[src/rtl/down_counter_timer.sv]
// Loadable N-bit down-counter/timer with a programmable lower bound, a combinational bound flag and a done flag held until ack.
// Optional feature: define DOWN_COUNTER_AUTO_RELOAD_EN to restart from the last loaded value on ack.
module down_counter_timer #(
  parameter int N = 6
) (
  input  logic         clk,
  input  logic         reset,
  input  logic         load,
  input  logic         en,
  input  logic [N-1:0] par_load,
  input  logic [N-1:0] lower_bound,
  input  logic         ack,
  input  logic         auto_reload,
  output logic [N-1:0] W,
  output logic         bo,
  output logic         busy,
  output logic         done,
  output logic [1:0]   o_state
);

  typedef enum logic [1:0] {
    S_IDLE = 2'd0,
    S_RUN  = 2'd1,
    S_DONE = 2'd2
  } state_t;

  state_t       r_state;
  state_t       w_next_state;
  logic [N-1:0] r_w;
  logic [N-1:0] w_next_w;
  logic         r_busy;
  logic         r_done;

`ifdef DOWN_COUNTER_AUTO_RELOAD_EN
  logic [N-1:0] r_reload;
  logic [N-1:0] w_next_reload;
`else
  logic         w_unused_auto_reload;
  assign w_unused_auto_reload = auto_reload;
`endif

  // Next-state and next-count; priority is load, then ack, then en.
  always_comb begin
    w_next_state = r_state;
    w_next_w     = r_w;
`ifdef DOWN_COUNTER_AUTO_RELOAD_EN
    w_next_reload = r_reload;
`endif
    if (load) begin
      w_next_w     = par_load;
`ifdef DOWN_COUNTER_AUTO_RELOAD_EN
      w_next_reload = par_load;
`endif
      w_next_state = (par_load > lower_bound) ? S_RUN : S_DONE;
    end else begin
      case (r_state)
        S_RUN: begin
          if (en && (r_w > lower_bound)) begin
            w_next_w = r_w - 1'b1;
            if ((r_w - 1'b1) == lower_bound) w_next_state = S_DONE;
          end else if (r_w <= lower_bound) begin
            // Bound raised to or above the count mid-run: stop without touching W.
            w_next_state = S_DONE;
          end
        end
        S_DONE: begin
          if (ack) begin
`ifdef DOWN_COUNTER_AUTO_RELOAD_EN
            if (auto_reload) begin
              w_next_w     = r_reload;
              w_next_state = (r_reload > lower_bound) ? S_RUN : S_DONE;
            end else begin
              w_next_state = S_IDLE;
            end
`else
            w_next_state = S_IDLE;
`endif
          end
        end
        default: w_next_state = r_state;
      endcase
    end
  end

  always_ff @(posedge clk or negedge reset) begin
    if (!reset) begin
      r_state <= S_IDLE;
      r_w     <= '0;
      r_busy  <= 1'b0;
      r_done  <= 1'b0;
`ifdef DOWN_COUNTER_AUTO_RELOAD_EN
      r_reload <= '0;
`endif
    end else begin
      r_state <= w_next_state;
      r_w     <= w_next_w;
      r_busy  <= (w_next_state == S_RUN);
      r_done  <= (w_next_state == S_DONE);
`ifdef DOWN_COUNTER_AUTO_RELOAD_EN
      r_reload <= w_next_reload;
`endif
    end
  end

  assign W       = r_w;
  assign bo      = (r_w == lower_bound);
  assign busy    = r_busy;
  assign done    = r_done;
  assign o_state = r_state;

endmodule

[config.mk]
export PLATFORM = sky130hd
export DESIGN_NAME = down_counter_timer
export DESIGN_NICKNAME = d
export VERILOG_FILES = /design/src/rtl/down_counter_timer.sv
export SDC_FILE = /design/constraint.sdc
export NUM_CORES = 1
export LEC_CHECK = 0
export CORE_MARGIN = 1.5
export CORE_UTILIZATION = 51
export DETAILED_ROUTE_END_ITERATION = 12
export GPL_TIMING_DRIVEN = 0
export HOLD_SLACK_MARGIN = 0.08
export PLACE_DENSITY = 0.9
export REMOVE_ABC_BUFFERS = 1
export SYNTH_ARGS = -nofsm -noshare
export SYNTH_HDL_FRONTEND = slang
export SYNTH_SLANG_ARGS = --single-unit
[constraint.sdc]
create_clock -name clk -period 6.3 [get_ports clk]
set_clock_uncertainty 0.1 [all_clocks]
set_input_delay 1.26 -clock clk [delete_from_list [all_inputs] [get_ports clk]]
set_output_delay 1.26 -clock clk [all_outputs]
set_load 0.02 [all_outputs]
==> results.py, run 1 <==
metrics = {
    "synth": {
        "syn_area_um2": 1010,
        "async_flop_share": 1.00,
        "synth_common_cells": "15 x ha_1, 15 x nand2_1, 12 x inv_1, 10 x dfrtp_1",
        "synth_top_family_by_area": "compound AO/OA/AOI/OAI gates",
        "yosysTopAreaCell": "dfrtp_1",
        "yosysTopAreaCellShare": 0.247,
        "synth.top_cells.by_area": "dfrtp_1 25%, ha_1 19%, xor2_1 6.0%, nand2_1 5.6%, inv_1 4.4%",
        "ys_seq_area_frac": 0.247,
        "synth.area.mux_share": 0.0210,
        "ys_warn_count": 0,
        "synth_xor_area_frac": 0.104,
        "synth_cells": 112,
        "synth_compound_area_frac": 0.199,
        "synth-simple-area-share": 0.181,
        "ys.flop_type": "dfrtp_1",
        "syn_avg_cell_area_um2": 9.05,
        "synth_seq_cells": 10,
        "ys_types": 36,
        "yosys.area_share.adder": 0.185,
        "synth_edf_count": 0,
    },
    "global_route": {
        "grtUsageTotal": 0.250,
        "antenna_found_initial": 0,
        "grt_pass1_wl_um": 3870,
        "grt_overflow": 0,
        "grt_max_degree": 18,
        "first_global_vias": 954,
    },
    "setup_path": {
        "critical-path-max-stage-delay_ns": 0.62,
        "arrival_ns": 3.27,
        "cp-start-kind": "input port",
        "crit_buf_inv": 3,
        "path_common_cell": "clkdlybuf4s50_1",
        "critPathTopFamily": "buffers and inverters",
        "reg2reg_slack_ns": 3.83,
        "required_ns": 4.94,
        "crit_chain": "clkdlybuf4s50_1 > inv_1 > ha_1 > and4_1 > and3_1 > clkdlybuf4s50_1",
        "endpoint_kind": "output pin",
        "crit_type": "input port to output pin",
        "crit_slowest_cell": "clkdlybuf4s50_1",
        "crit_fanout": 3,
    },
    "floorplanning": {
        "io_pins": 29,
        "dieWidth_um": 47.6,
        "die_h_um": 47.6,
        "core-area_um2": 1800,
        "start_util": 0.563,
        "rows": 15,
        "die_area_um2": 2260,
    },
    "power_and_ir_drop": {
        "power.leakage_nw": 0.603,
        "clockPowerShare": 0.213,
        "p_int_mw": 0.176,
        "seqPwrFrac": 0.309,
        "power.density_nw_per_um2": 215,
        "combPwrFrac": 0.478,
        "netSwitchingPower_mw": 0.111,
        "swShare": 0.387,
        "ir_worst_vdd_uv": 156,
    },
    "route": {
        "via_per_inst": 5.69,
        "wl_um": 2490,
        "drtPass1Iterations": 4,
        "top_layer": "met4",
        "wl_met3_um": 134,
        "wl_met2_um": 1250,
        "drtIter0Drc": 12,
        "antenna_left": 0,
        "drc": 0,
        "wire_per_inst_um": 15.1,
        "vias": 939,
        "wirelength_met1_um": 986,
    },
    "timing": {
        "fin_ws_ns": 1.67,
        "final.period_utilization": 0.735,
        "final_max_slew_viol_count": 0,
        "fin_tns_setup_ns": 0,
        "finalHoldViolCount": 0,
        "fmax_mhz": 216,
        "worst_pin_slew_ns": 0.587,
        "whs_ns": 0.604,
        "setup_viol": 0,
        "maxSlewHeadroom": 0.607,
        "min_period_ns": 4.63,
        "rsz0062_at_grt": "false",
    },
    "clocking": {
        "clkTransAtPathRegs_ns": 0.08,
        "clock_sinks": 10,
        "htreeDepth": 1,
        "postCtsHoldBufs": 0,
        "worstSkewPairLatency_ns": 0.28,
        "cts_made_buffers": 3,
        "ctsResizeCount": 0,
        "cts_root_buf": "clkbuf_4",
        "cts_buffer_depth": 2,
        "cts_tree": "built",
        "cts_setup_buffers": 0,
    },
    "worst_hold_path": {
        "hold_path.class": "flop to flop",
    },
    "place": {
        "dpl_worst_slack_ns": 1.70,
        "post-dp-hpwl_um": 2050,
        "port_buffers": 27,
        "finalWeightedCongestion": 0.832,
    },
    "job": {
        "max-cap-violations": 0,
    },
    "final_layout": {
        "num-nets-final": 174,
        "diodes": 0,
        "final_util": 0.740,
        "area_growth_pct": 31.5,
        "layout-drive-gt1-share": 0.0857,
        "n_fill_cell": 149,
    },
    "outcome": {
        "status": "complete, no violations",
    },
}
per-layer routing:
layer  track usage  vias up
li1              -      447
met1         0.241      432
met2         0.468       47
met3        0.0604       13
met4         0.162        0
met5             0        -
layout make-up:
class	count	area [um2]	area share
Tap cell	25	31.3	0.0235
Clock buffer	4	36.3	0.0272
Timing Repair Buffer	27	270	0.203
Inverter	12	45.0	0.0338
Multi-Input combinational cell	87	699	0.525
Sequential cell	10	250	0.188
metrics by stage:
step / instance area, um2 / std cells / total power [mW]
after floorplan: 995 / 109 / 0.172
after global placement: 1300 / 161 / 0.219
after detailed placement: 1300 / 161 / 0.227
after CTS: 1330 / 165 / 0.288
after global routing: 1330 / 165 / 0.306
final: 1330 / 165 / 0.287
registers in the layout, indices dropped and copies added (netlist names):
register and count:
W 6, done 1, busy 1, o_state 2
worst paths after layout:
path,from,to,cells past startpoint
min,W[5],W[5],2
max reg2reg,W[4],W[1],6
max in group asynchronous,reset,W[3],1
min reg2reg,W[5],W[5],2
max,lower_bound[4],bo,6
min in group asynchronous,reset,o_state[1],1
power groups by stage:
stage / combinational [mW] / clock [mW] / sequential [mW]
final: 0.137 / 0.0613 / 0.0887
after global placement: 0.129 / 0 / 0.0892
after global routing: 0.151 / 0.0650 / 0.0904
after detailed placement: 0.137 / 0 / 0.0901
after floorplan: 0.0708 / 0 / 0.101
after CTS: 0.138 / 0.0612 / 0.0888
cells in the final DEF, fill, tap and decap left out, drive strengths merged:
cell type and instances:
clkdlybuf4s50 27, nand2 15, ha 15, inv 12
dfrtp 10, o21ai 10, xor2 7, xnor2 5
nor2 5, clkbuf 4, o21a 3, and3 2
a21oi 2, a21o 2, nor2b 2, o31ai 2
and4 1, mux2i 1, a31oi 1, nor3 1
nand4b 1, nor4b 1, a2111oi 1, a31o 1
nand4 1, o22ai 1, nor3b 1, a22oi 1
a21boi 1, o211a 1, a311oi 1, mux2 1
nand3 1
worst min-delay path, stage by stage (launching register included):
cell,delay [ns]
dfrtp_1,0.44
xor2_1,0.10
o21ai_1,0.13
cell families after synthesis:
logic type                 after synthesis
AOI/OAI and AO/OA                       27
xor gates and xnor gates                12
adders and majority gates               15
buffers and inverters                   15
DFF                                     10
muxes                                    2
and+or+nand+nor                         31
(Power assumes the default switching activity.)
==> run 2, diff against run 1 <==
--- a/config.mk
+++ b/config.mk
@@ -6,11 +6,11 @@
 export NUM_CORES = 1
 export LEC_CHECK = 0
 export CORE_MARGIN = 1.5
-export CORE_UTILIZATION = 51
+export CORE_UTILIZATION = 42
 export DETAILED_ROUTE_END_ITERATION = 12
 export GPL_TIMING_DRIVEN = 0
 export HOLD_SLACK_MARGIN = 0.08
-export PLACE_DENSITY = 0.9
+export PLACE_DENSITY = 0.8
 export REMOVE_ABC_BUFFERS = 1
 export SYNTH_ARGS = -nofsm -noshare
 export SYNTH_HDL_FRONTEND = slang
==> constraint.sdc (replaced) <==
create_clock -name clk -period 3.78 [get_ports clk]
set_clock_uncertainty 0.1 [all_clocks]
set_input_delay 0.756 -clock clk [delete_from_list [all_inputs] [get_ports clk]]
set_output_delay 0.756 -clock clk [all_outputs]
set_load 0.02 [all_outputs]
==> run 2 against run 1 <==
  * Final cell count increased by 1.2%
  * First-iteration DRC count increased by 25%
  * Critical path depth unchanged
  * Clock power increased by 15%
  * Sequential power increased by 68%
  * Die area increased by 20%
  * Combinational power increased by 64%
  * Flip-flop and latch count unchanged
  * Non-clock buffer count unchanged
  * Global-route usage decreased by 6.5 points
  * Critical endpoint unchanged
==> results.py, run 2 (synthesis gave the netlist of run 1 again) <==
metrics = {
    "timing": {
        "fin_tns_setup_ns": 0,
        "maxSlewHeadroom": 0.647,
        "final_max_slew_viol_count": 0,
        "finalHoldViolCount": 0,
        "fmax_mhz": 278,
        "final.period_utilization": 0.951,
        "min_period_ns": 3.59,
        "worst_pin_slew_ns": 0.529,
        "setup_viol": 0,
        "rsz0062_at_grt": "false",
    },
    "place": {
        "post-dp-hpwl_um": 1910,
        "port_buffers": 27,
        "finalWeightedCongestion": 0.876,
    },
    "global_route": {
        "grtUsageTotal": 0.185,
        "grt_overflow": 0,
        "grt_max_degree": 18,
        "antenna_found_initial": 0,
        "first_global_vias": 858,
        "grt_pass1_wl_um": 3620,
    },
    "final_layout": {
        "largest_reg_flops": 6,
        "area_growth_pct": 30.5,
        "multi_input_area_um2": 699,
        "final_cell_mix": "27 x clkdlybuf4s50_1, 15 x nand2_1, 15 x ha_1",
        "num-nets-final": 174,
        "layout-drive-gt1-share": 0.0791,
        "n_fill_cell": 207,
        "diodes": 0,
        "final_common_cell": "clkdlybuf4s50_1",
        "final_util": 0.587,
        "seq_area_um2": 250,
    },
    "clocking": {
        "cts_buffer_depth": 2,
        "postCtsHoldBufs": 0,
        "cts_setup_buffers": 0,
        "clock_sinks": 10,
        "htreeDepth": 1,
        "cts_tree": "built",
        "clkTransAtPathRegs_ns": 0.06,
        "cts_made_buffers": 3,
        "worstSkewPairLatency_ns": 0.27,
        "ctsResizeCount": 0,
        "cts_root_buf": "clkbuf_4",
    },
    "floorplanning": {
        "die_area_um2": 2720,
        "rows": 17,
        "dieWidth_um": 52.1,
        "io_pins": 29,
        "core-area_um2": 2250,
        "start_util": 0.450,
        "die_h_um": 52.1,
    },
    "route": {
        "drtPass1Iterations": 4,
        "via_per_inst": 5.32,
        "drc": 0,
        "vias": 889,
        "wire_per_inst_um": 13.5,
        "wl_um": 2250,
        "drtIter0Drc": 15,
        "antenna_left": 0,
    },
    "worst_hold_path": {
        "hold_path.class": "flop to flop",
    },
    "job": {
        "max-cap-violations": 0,
    },
    "setup_path": {
        "crit_fanout": 3,
        "cp-start-kind": "input port",
        "required_ns": 2.92,
        "endpoint_kind": "output pin",
        "arrival_ns": 2.74,
        "crit_type": "input port to output pin",
    },
    "power_and_ir_drop": {
        "ir_worst_vdd_uv": 205,
        "power.density_nw_per_um2": 335,
        "power.leakage_nw": 0.595,
    },
    "outcome": {
        "status": "complete, no violations",
    },
}
run 2: cell count changes in the layout (fill, tap and decap cells not counted):
cell,before,now
clkbuf_8,1,0
run 2: layout make-up:
cell class | instances | area share
clock buffers | 3 | 0.0170
well taps | 28 | 0.0265
flip-flops and latches | 10 | 0.189
repair buffers | 27 | 0.204
multi-input cells | 87 | 0.529
inverters | 12 | 0.0341
run 2: path summary, 6_finish.rpt:
check	start	end	slack, ns	cells past startpoint
max in group asynchronous	reset	W[2]	2.61	1
max reg2reg	W[4]	W[4]	1.35	7
min reg2reg	W[5]	W[5]	0.59	2
min in group asynchronous	reset	W[5]	0.68	1
max	lower_bound[5]	bo	0.19	6
min	W[5]	W[5]	0.59	2
run 2: where the power goes:
group          switching, mW  internal (mW)  leakage [nW]
Clock                 0.0341         0.0367        0.0138
Sequential            0.0242          0.124         0.121
Combinational          0.114          0.109         0.460
Total                  0.173          0.271         0.595
run 2: stage by stage:
step | total power [mW] | cells | worst slack (ns) | area [um2] | hold slack (ns)
CTS | 0.443 | 167 | 0.194 | 1320 | 0.585
floorplan | 0.287 | 109 | 1.19 | 995 | 0.360
global route | 0.474 | 167 | 0.105 | 1320 | 0.620
global placement | 0.365 | 164 | 0.232 | 1300 | 0.559
finish | 0.443 | 167 | 0.187 | 1320 | 0.592
detailed placement | 0.375 | 164 | 0.204 | 1300 | 0.570
run 2: critical path: stages:
cell	delay [ns]
clkdlybuf4s50_1	0.50
inv_1	0.09
ha_1	0.30
and4_1	0.22
and3_1	0.24
clkdlybuf4s50_1	0.62
run 2: metal layers:
metal / up-vias / global-route usage / wire length (um)
met5: - / 0 / 0
met4: 0 / 0.110 / 44
met3: 7 / 0.0431 / 123
met2: 26 / 0.316 / 1150
met1: 409 / 0.205 / 939
li1: 447 / - / -
